**src/rtl/grid_mem_arbiter_if.sv**
```systemverilog
// Handshake and RAM bus bundle for the cell-state RAM arbiter.
// slave: the arbiter side. master: the requesters plus the RAM.
interface grid_mem_arbiter_if #(
  parameter int ADDR_W = 12
);
  logic              clear_grid;
  logic              clear_busy;
  logic              vga_req;
  logic [ADDR_W-1:0] vga_addr;
  logic              vga_gnt;
  logic              vga_rvalid;
  logic              vga_rdata;
  logic              edit_req;
  logic [ADDR_W-1:0] edit_addr;
  logic              edit_wdata;
  logic              edit_gnt;
  logic              eng_req;
  logic              eng_we;
  logic [ADDR_W-1:0] eng_addr;
  logic              eng_wdata;
  logic              eng_gnt;
  logic              eng_rvalid;
  logic              eng_rdata;
  logic              mem_en;
  logic              mem_we;
  logic [ADDR_W-1:0] mem_addr;
  logic              mem_wdata;
  logic              mem_rdata;

  modport slave (
    input  clear_grid, vga_req, vga_addr, edit_req, edit_addr, edit_wdata,
           eng_req, eng_we, eng_addr, eng_wdata, mem_rdata,
    output clear_busy, vga_gnt, vga_rvalid, vga_rdata, edit_gnt,
           eng_gnt, eng_rvalid, eng_rdata, mem_en, mem_we, mem_addr, mem_wdata
  );

  modport master (
    output clear_grid, vga_req, vga_addr, edit_req, edit_addr, edit_wdata,
           eng_req, eng_we, eng_addr, eng_wdata, mem_rdata,
    input  clear_busy, vga_gnt, vga_rvalid, vga_rdata, edit_gnt,
           eng_gnt, eng_rvalid, eng_rdata, mem_en, mem_we, mem_addr, mem_wdata
  );
endinterface

```
**src/rtl/grid_mem_arbiter.sv**
```systemverilog
// Single owner of the single-port cell-state RAM. A clear sweeper takes the
// RAM exclusively; otherwise VGA > edit > engine, with the engine promoted to
// the top once it has been denied STARVE_LIM cycles in a row.
module grid_mem_arbiter #(
  parameter int GRID_W     = 64,
  parameter int GRID_H     = 48,
  parameter int ADDR_W     = 12,
  parameter int STARVE_LIM = 8
) (
  input logic               clk,
  input logic               rst,
  grid_mem_arbiter_if.slave bus
);
  localparam int                CELLS = GRID_W * GRID_H;
  localparam logic [ADDR_W-1:0] LAST  = ADDR_W'(CELLS - 1);
  localparam int                CW    = $clog2(STARVE_LIM + 1);
  localparam logic [CW-1:0]     LIM   = CW'(STARVE_LIM);

  typedef enum logic {IDLE, CLEAR} state_t;

  state_t            state, state_nxt;
  logic [ADDR_W-1:0] ptr, ptr_nxt;
  logic [CW-1:0]     starve_cnt;
  logic              eng_pri;
  logic [ADDR_W-1:0] addr_q;
  logic              wdata_q;
  logic              vga_rdata_q, eng_rdata_q;

  assign eng_pri = (starve_cnt == LIM) && bus.eng_req;

  // Sweeper state and pointer register
  always_ff @(posedge clk or posedge rst) begin
    if (rst) begin
      state <= IDLE;
      ptr   <= '0;
    end else begin
      state <= state_nxt;
      ptr   <= ptr_nxt;
    end
  end

  // Sweeper next state: a clear pulse (re)starts at 0 from either state
  always_comb begin
    state_nxt = state;
    ptr_nxt   = ptr;
    if (bus.clear_grid) begin
      state_nxt = CLEAR;
      ptr_nxt   = '0;
    end else if (state == CLEAR) begin
      if (ptr == LAST) state_nxt = IDLE;
      else             ptr_nxt   = ptr + 1'b1;
    end
  end

  // Grants and RAM drive; with no winner the address and data lines hold
  always_comb begin
    bus.clear_busy = (state == CLEAR);
    bus.vga_gnt    = 1'b0;
    bus.edit_gnt   = 1'b0;
    bus.eng_gnt    = 1'b0;
    bus.mem_en     = 1'b0;
    bus.mem_we     = 1'b0;
    bus.mem_addr   = addr_q;
    bus.mem_wdata  = wdata_q;
    if (state == CLEAR) begin
      bus.mem_en    = 1'b1;
      bus.mem_we    = 1'b1;
      bus.mem_addr  = ptr;
      bus.mem_wdata = 1'b0;
    end else if (eng_pri || (bus.eng_req && !bus.vga_req && !bus.edit_req)) begin
      bus.eng_gnt   = 1'b1;
      bus.mem_en    = 1'b1;
      bus.mem_we    = bus.eng_we;
      bus.mem_addr  = bus.eng_addr;
      bus.mem_wdata = bus.eng_wdata;
    end else if (bus.vga_req) begin
      bus.vga_gnt   = 1'b1;
      bus.mem_en    = 1'b1;
      bus.mem_addr  = bus.vga_addr;
    end else if (bus.edit_req) begin
      bus.edit_gnt  = 1'b1;
      bus.mem_en    = 1'b1;
      bus.mem_we    = 1'b1;
      bus.mem_addr  = bus.edit_addr;
      bus.mem_wdata = bus.edit_wdata;
    end
  end

  // Remember the last driven address/data so idle cycles hold them
  always_ff @(posedge clk or posedge rst) begin
    if (rst) begin
      addr_q  <= '0;
      wdata_q <= 1'b0;
    end else begin
      addr_q  <= bus.mem_addr;
      wdata_q <= bus.mem_wdata;
    end
  end

  // Engine starvation counter: saturates while denied, frozen during a sweep
  always_ff @(posedge clk or posedge rst) begin
    if (rst)                           starve_cnt <= '0;
    else if (state == CLEAR)           starve_cnt <= starve_cnt;
    else if (!bus.eng_req || bus.eng_gnt) starve_cnt <= '0;
    else if (starve_cnt != LIM)        starve_cnt <= starve_cnt + 1'b1;
  end

  // Read tags: rvalid is the grant of a read, one cycle late
  always_ff @(posedge clk or posedge rst) begin
    if (rst) begin
      bus.vga_rvalid <= 1'b0;
      bus.eng_rvalid <= 1'b0;
    end else begin
      bus.vga_rvalid <= bus.vga_gnt;
      bus.eng_rvalid <= bus.eng_gnt && !bus.eng_we;
    end
  end

  // Read data: RAM output passes through on rvalid and is held until the next
  always_ff @(posedge clk or posedge rst) begin
    if (rst) begin
      vga_rdata_q <= 1'b0;
      eng_rdata_q <= 1'b0;
    end else begin
      vga_rdata_q <= bus.vga_rdata;
      eng_rdata_q <= bus.eng_rdata;
    end
  end

  assign bus.vga_rdata = bus.vga_rvalid ? bus.mem_rdata : vga_rdata_q;
  assign bus.eng_rdata = bus.eng_rvalid ? bus.mem_rdata : eng_rdata_q;
endmodule

```
**src/flat_wrapper.sv**
```systemverilog
// flat-port wrapper written by rule: the top's interface ports become plain ports
module grid_mem_arbiter_flat 
#(
  parameter int GRID_W     = 64,
  parameter int GRID_H     = 48,
  parameter int ADDR_W     = 12,
  parameter int STARVE_LIM = 8
)
  (clk, rst, bus_clear_grid, bus_vga_req, bus_vga_addr, bus_edit_req, bus_edit_addr, bus_edit_wdata, bus_eng_req, bus_eng_we, bus_eng_addr, bus_eng_wdata, bus_mem_rdata, bus_clear_busy, bus_vga_gnt, bus_vga_rvalid, bus_vga_rdata, bus_edit_gnt, bus_eng_gnt, bus_eng_rvalid, bus_eng_rdata, bus_mem_en, bus_mem_we, bus_mem_addr, bus_mem_wdata);
  grid_mem_arbiter_if #(.ADDR_W(ADDR_W)) bus_i ();
  input logic clk;
  input logic rst;
  input wire logic [$bits(bus_i.clear_grid)-1:0] bus_clear_grid;
  input wire logic [$bits(bus_i.vga_req)-1:0] bus_vga_req;
  input wire logic [$bits(bus_i.vga_addr)-1:0] bus_vga_addr;
  input wire logic [$bits(bus_i.edit_req)-1:0] bus_edit_req;
  input wire logic [$bits(bus_i.edit_addr)-1:0] bus_edit_addr;
  input wire logic [$bits(bus_i.edit_wdata)-1:0] bus_edit_wdata;
  input wire logic [$bits(bus_i.eng_req)-1:0] bus_eng_req;
  input wire logic [$bits(bus_i.eng_we)-1:0] bus_eng_we;
  input wire logic [$bits(bus_i.eng_addr)-1:0] bus_eng_addr;
  input wire logic [$bits(bus_i.eng_wdata)-1:0] bus_eng_wdata;
  input wire logic [$bits(bus_i.mem_rdata)-1:0] bus_mem_rdata;
  output wire logic [$bits(bus_i.clear_busy)-1:0] bus_clear_busy;
  output wire logic [$bits(bus_i.vga_gnt)-1:0] bus_vga_gnt;
  output wire logic [$bits(bus_i.vga_rvalid)-1:0] bus_vga_rvalid;
  output wire logic [$bits(bus_i.vga_rdata)-1:0] bus_vga_rdata;
  output wire logic [$bits(bus_i.edit_gnt)-1:0] bus_edit_gnt;
  output wire logic [$bits(bus_i.eng_gnt)-1:0] bus_eng_gnt;
  output wire logic [$bits(bus_i.eng_rvalid)-1:0] bus_eng_rvalid;
  output wire logic [$bits(bus_i.eng_rdata)-1:0] bus_eng_rdata;
  output wire logic [$bits(bus_i.mem_en)-1:0] bus_mem_en;
  output wire logic [$bits(bus_i.mem_we)-1:0] bus_mem_we;
  output wire logic [$bits(bus_i.mem_addr)-1:0] bus_mem_addr;
  output wire logic [$bits(bus_i.mem_wdata)-1:0] bus_mem_wdata;
  assign bus_i.clear_grid = bus_clear_grid;
  assign bus_i.vga_req = bus_vga_req;
  assign bus_i.vga_addr = bus_vga_addr;
  assign bus_i.edit_req = bus_edit_req;
  assign bus_i.edit_addr = bus_edit_addr;
  assign bus_i.edit_wdata = bus_edit_wdata;
  assign bus_i.eng_req = bus_eng_req;
  assign bus_i.eng_we = bus_eng_we;
  assign bus_i.eng_addr = bus_eng_addr;
  assign bus_i.eng_wdata = bus_eng_wdata;
  assign bus_i.mem_rdata = bus_mem_rdata;
  assign bus_clear_busy = bus_i.clear_busy;
  assign bus_vga_gnt = bus_i.vga_gnt;
  assign bus_vga_rvalid = bus_i.vga_rvalid;
  assign bus_vga_rdata = bus_i.vga_rdata;
  assign bus_edit_gnt = bus_i.edit_gnt;
  assign bus_eng_gnt = bus_i.eng_gnt;
  assign bus_eng_rvalid = bus_i.eng_rvalid;
  assign bus_eng_rdata = bus_i.eng_rdata;
  assign bus_mem_en = bus_i.mem_en;
  assign bus_mem_we = bus_i.mem_we;
  assign bus_mem_addr = bus_i.mem_addr;
  assign bus_mem_wdata = bus_i.mem_wdata;
  grid_mem_arbiter #(.GRID_W(GRID_W), .GRID_H(GRID_H), .ADDR_W(ADDR_W), .STARVE_LIM(STARVE_LIM)) u_core (.clk(clk), .rst(rst), .bus(bus_i));
endmodule
```
**config.mk**
```make
export PLATFORM = sky130hd
export DESIGN_NAME = grid_mem_arbiter_flat
export DESIGN_NICKNAME = d
export VERILOG_FILES = /design/src/rtl/grid_mem_arbiter_if.sv /design/src/rtl/grid_mem_arbiter.sv /design/src/flat_wrapper.sv
export SDC_FILE = /design/constraint.sdc
export NUM_CORES = 1
export LEC_CHECK = 0
export CAP_MARGIN = 40
export CORE_ASPECT_RATIO = 1.75
export CORE_MARGIN = 2
export CORE_UTILIZATION = 49
export DETAILED_ROUTE_END_ITERATION = 10
export GPL_ROUTABILITY_DRIVEN = 0
export PLACE_DENSITY = 0.94
export SYNTH_ARGS = -nofsm -noshare
export SYNTH_HDL_FRONTEND = slang
export SYNTH_SLANG_ARGS = --single-unit
```
**constraint.sdc**
```tcl
create_clock -name clk -period 3.3 [get_ports clk]
set_input_delay 0.66 -clock clk [delete_from_list [all_inputs] [get_ports clk]]
set_output_delay 0.66 -clock clk [all_outputs]
set_load 0.02 [all_outputs]
```
==> results.md, run 1 <==
- Mapped Cells: 209
- Setup crit start kind: input port
- Initial core utilization: 0.5081
- Critical Path RT: 2.64 ns
- PortBufs: 68
- Post-DP Area: 2735 um2
- CTS clk-pin slew, worst paths: 0.06 ns
- Sequential area share after synthesis: 0.4331
- Die area: 4551 um2
- Uppermost layer routed: met4
- Worst path cell trace: clkdlybuf4s50_1 > nor2_1 > o21ai_2 > buf_12 > and2_1 > o21bai_1 > clkdlybuf4s50_1
- DRC: 0
- P_leak: 1.378 nW
- Synthesis warning total: 0
- Yosys cell types: 40
- Pin count of the biggest net entering global routing: 35
- Final min period: 3.172 ns
- CTS tree: yes
- Min-delay worst type: reg2reg
- Vias per cell: 5.529
- # setup viols final: 0
- Share of cells above drive strength 1: 0.1095
- Worst path buffer plus inverter count: 3
- Utilization after layout: 0.7288
- Die X: 51.86 um
- Sink Count: 34
- Pwr Density: 314.2 nW/um2
- Most common cell on crit path: clkdlybuf4s50_1
- CP max stage cell: clkdlybuf4s50_1
- Met1 WL: 1.915 mm
- First-pass DRT Iterations: 4
- Die height: 87.76 um
- Met3 WL post-DR: 240 um
- GRT overflow: 0
- CP max stage delay: 0.62 ns
- Post-route cell area: 2818 um2
- CTS Hold Bufs: 0
- Vias in the first global route: 1827
- Ports: 69
- GRT Total Usage: 0.2305
- Crit end category: output pin
- Max_cap viols: 0
- Met2 WL: 2.788 mm
- Number of nets still failing antenna checks after routing: 0
- VDD IR max: 0.3675 mV
- RSZ-0062 raised after global routing: no
- Leading area contributor after synthesis: dfrtp_1
- Routed wire length per instance: 15.34 um
- CP Class: in2out
- CTS H-tree depth: 2
- Diodes inserted: 0
- Final Max Slew Viols: 0
- Initial antenna violation count: 0
- DR vias: 1830
- Final HPWL DP: 3.859 mm
- Layout overhead on the synthesized area: 43.44%
- FP Rows: 30
- Root Driver: clkbuf_8
- Final period util: 0.9612
- Global-route wire length before repair: 7.831 mm
- Worst-margin pin slew: 0.6587 ns
- Routed WL: 5.079 mm
- Worst-skew pair later-pin latency: 0.28 ns
- Synthesized cell area: 1964 um2
- Final #Nets: 331
- Mapped Nets: 258
- Final hold vios: 0
- Critical path peak fanout: 19
- Crit-path leading delay family: buffers and inverters
- Synth top area cells: dfrtp_1, mux2i_1, o21ai_0, nand2_1, a21oi_1
- Cts bufs inserted: 5
- Core ar.: 3866 um2
- Max Buffers Root-to-Sink: 2
- Avg Inst Size Synth: 9.399 um2
- Share of the synthesized area in the top cell type: 0.4331
- Seq cells post-synth: 34
- F_max: 315.2 MHz
- Status: finished, final reports clean
- Initial DRC count: 105
- Max-slew headroom: 0.5560
- Clock Skews: 0.003220 ns
- CP arrival: 2.51 ns
==> sequential cells by signal, indices dropped and copies added (netlist names) <==
| name | flops |
|---|---|
| u_core.addr_q | 12 |
| u_core.bus.clear_busy | 1 |
| u_core.bus.eng_rvalid | 1 |
| u_core.bus.vga_rvalid | 1 |
| u_core.eng_rdata_q | 1 |
| u_core.ptr | 12 |
| u_core.starve_cnt | 4 |
| u_core.vga_rdata_q | 1 |
| u_core.wdata_q | 1 |
==> through the flow <==
stage | power [mW] | setup TNS [ns] | worst slack (ns) | std cells | hold slack, ns
6_report | 0.8853 | 0 | 0.1279 | 331 | 0.5011
3_5_place_dp | 0.5839 | -0.5726 | -0.1080 | 323 | 0.4887
2_1_floorplan | 0.5006 | 0 | 0.4450 | 209 | 0.4797
5_1_grt | 0.9192 | 0 | 0.03774 | 331 | 0.5149
4_1_cts | 0.8924 | 0 | 0.02377 | 331 | 0.5029
3_3_place_gp | 0.5787 | -0.01951 | -0.01614 | 322 | 0.4796
==> layout by cell type, fill, tap and decap left out, types with 4 or more instances in the layout <==
master	synthesis	final
inv_1	4	4
buf_4	2	10
mux2_2	4	4
dlygate4sd2_1	0	11
nand2_1	32	32
nand2b_1	4	4
o21ai_0	29	28
dfrtp_1	34	34
clkbuf_8	0	6
a21oi_1	9	9
mux2i_1	25	25
clkdlybuf4s50_1	0	55
nor2_1	12	12
==> per-layer routing <==
metal | vias to the layer above | track usage
met5 | - | 0
met4 | 0 | 0.1172
met3 | 11 | 0.04096
met2 | 61 | 0.4338
met1 | 874 | 0.2317
li1 | 884 | -
==> Yosys cell counts <==
master	number
a2111oi_0	1
a211oi_1	1
a21o_1	2
a21oi_1	9
and2_1	2
and3b_1	2
and4b_2	1
buf_1	1
buf_2	3
buf_4	2
clkbuf_1	6
dfrtp_1	34
dlymetal6s2s_1	1
ha_1	3
inv_1	4
mux2_2	4
mux2i_1	25
nand2_1	32
nand2b_1	4
nand3_1	3
nand4_1	2
nand4_4	1
nand4b_1	1
nor2_1	12
nor3_1	2
nor3b_1	1
nor4_1	2
o21ai_0	29
o21bai_1	1
o31ai_1	3
o41ai_2	1
or2_2	1
or3_1	3
or3_2	1
or3b_2	1
or4_1	2
or4_2	1
or4b_2	1
xnor2_1	3
xor2_1	1
==> final cells by class <==
cell class	instances	area, um2
multi-input cells	158	1033
fillers	279	1049
clock buffers	7	86.33
inverters	4	15.01
repair buffers	79	767.0
clock inverters	1	5.005
well taps	48	60.06
flip-flops and latches	34	850.8
==> power breakdown <==
part / internal, mW / switching [mW]
logic: 0.0835 / 0.0594
registers: 0.424 / 0.00728
clock network: 0.168 / 0.143
total: 0.676 / 0.210
==> worst register-to-register path, stage by stage (launching register included) <==
cell	delay, ns
dfrtp_1	0.46
ha_1	0.24
nand2_1	0.18
o41ai_2	0.65
buf_4	0.26
mux2i_1	0.18
nor2_1	0.06
==> kinds of logic after synthesis <==
logic type,after synthesis,synth area share
compound gates,47,0.1363
xor+xnor,4,0.01784
flops,34,0.4331
buf+inv,17,0.04266
simple gates,75,0.2006
mux,29,0.1503
fa+ha+maj,3,0.01911
==> what timing repair did <==
item | CTS | global route
buffers inserted | 0 | 0
pin swaps | 0 | 0
gates resized for setup | 11 | 2
endpoints found under the setup margin | 11 | 2
==> worst paths after layout <==
| kind | start | end | slack [ns] | cells past startpoint |
|---|---|---|---|---|
| max in group asynchronous | rst | u_core.ptr[10] | 2.21 | 3 |
| min in group asynchronous | rst | u_core.starve_cnt[2] | 0.77 | 3 |
| max reg2reg | u_core.ptr[0] | u_core.ptr[1] | 1.13 | 6 |
| min reg2reg | u_core.vga_rdata_q | u_core.vga_rdata_q | 0.50 | 1 |
| min | u_core.vga_rdata_q | u_core.vga_rdata_q | 0.50 | 1 |
| max | bus_edit_req | bus_mem_we | 0.13 | 7 |
Power figures use the tool's default switching activity.
==> run 2, diff against run 1 <==
--- a/config.mk
+++ b/config.mk
@@ -7,7 +7,7 @@
 export LEC_CHECK = 0
 export CAP_MARGIN = 40
 export CORE_ASPECT_RATIO = 1.75
-export CORE_MARGIN = 2
+export CORE_MARGIN = 5
 export CORE_UTILIZATION = 49
 export DETAILED_ROUTE_END_ITERATION = 10
 export GPL_ROUTABILITY_DRIVEN = 0
==> results.md, run 2 (synthesis gave the netlist of run 1 again) <==
- Status: finished, final reports clean
- Worst-margin pin slew: 0.6840 ns
- Vias per cell: 5.620
- Pwr Density: 311.2 nW/um2
- Worst-skew pair later-pin latency: 0.29 ns
- CP arrival: 2.58 ns
- DRC: 0
- CP Class: in2out
- Sink Count: 34
- Utilization after layout: 0.7249
- Min-delay worst type: reg2reg
- Initial core utilization: 0.5081
- Initial antenna violation count: 0
- GRT Total Usage: 0.2185
- FP Rows: 30
- Post-DP Area: 2735 um2
- CTS tree: yes
- CTS clk-pin slew, worst paths: 0.06 ns
- Placed insts: 323
- Layout overhead on the synthesized area: 42.68%
- Final #Nets: 331
- Final min period: 3.239 ns
- Vias in the first global route: 2010
- Setup TNS Final: 0 ns
- Diodes inserted: 0
- Cts bufs inserted: 5
- Final hold vios: 0
- Max Buffers Root-to-Sink: 2
- Die height: 93.76 um
- Crit end category: output pin
- Post-route cell area: 2803 um2
- GRT overflow: 0
- Pin count of the biggest net entering global routing: 23
- Root Driver: clkbuf_8
- Max-slew headroom: 0.5435
- Hold WS: 0.5142 ns
- Most frequent cells in the layout: clkdlybuf4s50_1, dfrtp_1, nand2_1
- Final Non-Filler Cells: 329
- First-pass DRT Iterations: 6
- Final HPWL DP: 4.244 mm
- Setup Slack @ Placement: -0.1653 ns
- VDD IR max: 0.2586 mV
- Clock Skews: 0.004132 ns
- Critical Path RT: 2.64 ns
- Worst setup margin: 0.06122 ns
- DR vias: 1849
- Seq. cell area: 850.8 um2
- Final Max Slew Viols: 0
- CTS H-tree depth: 2
- Area of the multi-input gates: 1033 um2
- Biggest regs: u_core.addr_q (12), u_core.ptr (12), u_core.starve_cnt (4)
- Routed wire length per instance: 17.04 um
- Final period util: 0.9814
- Ports: 69
- Filler cells: 274
- Die area: 5425 um2
- Critical path peak fanout: 7
- PortBufs: 68
- # setup viols final: 0
- Die X: 57.86 um
- Most common cell after layout, fill and taps aside: clkdlybuf4s50_1
- P_leak: 1.379 nW
- Share of cells above drive strength 1: 0.1103
- Number of nets still failing antenna checks after routing: 0
- Initial DRC count: 80
- Routed WL: 5.606 mm
- Setup crit start kind: input port
- F_max: 308.8 MHz
- Core ar.: 3866 um2
- Global-route wire length before repair: 9.156 mm
- Max_cap viols: 0
- Overall power: 0.8722 mW
- Reg-to-reg setup timing slack: 1.23 ns
run 2: final timing paths:
path | start | depth (start not counted) | to
worst max-delay path | bus_edit_req | 7 | bus_mem_we
worst min-delay path | u_core.vga_rdata_q | 1 | u_core.vga_rdata_q
worst max register to register | u_core.bus.clear_busy | 5 | u_core.ptr[7]
worst min register to register | u_core.vga_rdata_q | 1 | u_core.vga_rdata_q
max in group asynchronous | rst | 3 | u_core.ptr[10]
min in group asynchronous | rst | 2 | u_core.wdata_q
run 2: layout make-up:
| type | count | share of cell area |
|---|---|---|
| Multi-Input combinational cell | 158 | 0.3687 |
| Sequential cell | 34 | 0.3036 |
| Timing Repair Buffer | 79 | 0.2714 |
| Clock buffer | 6 | 0.02946 |
| Tap cell | 48 | 0.02143 |
| Inverter | 4 | 0.005357 |
run 2: where the power goes:
part	internal, mW	total (mW)	switching [mW]
Combinational	0.0830	0.143	0.0604
Clock	0.161	0.297	0.137
Sequential	0.424	0.432	0.00717
Total	0.668	0.872	0.204
run 2: worst max-delay path, stage by stage:
cell	delay, ns
clkdlybuf4s50_1	0.48
nor2_1	0.24
o21ai_2	0.15
buf_4	0.18
and2_1	0.13
o21bai_1	0.11
clkdlybuf4s50_1	0.62
run 2: what timing repair did:
action / CTS / global route
endpoints found under the setup margin: 13 / 5
setup buffers: 0 / 0
hold buffers: 0 / 0
gates resized for setup: 13 / 8
run 2: per-layer routing:
metal / up-vias / GRT usage / wire [um] / share of wire
met5: - / 0 / 0 / 0
met4: 0 / 0.1219 / 240 / 0.043
met3: 20 / 0.04402 / 311 / 0.055
met2: 69 / 0.4019 / 3080 / 0.55
met1: 872 / 0.2206 / 1973 / 0.35
li1: 888 / - / - / -
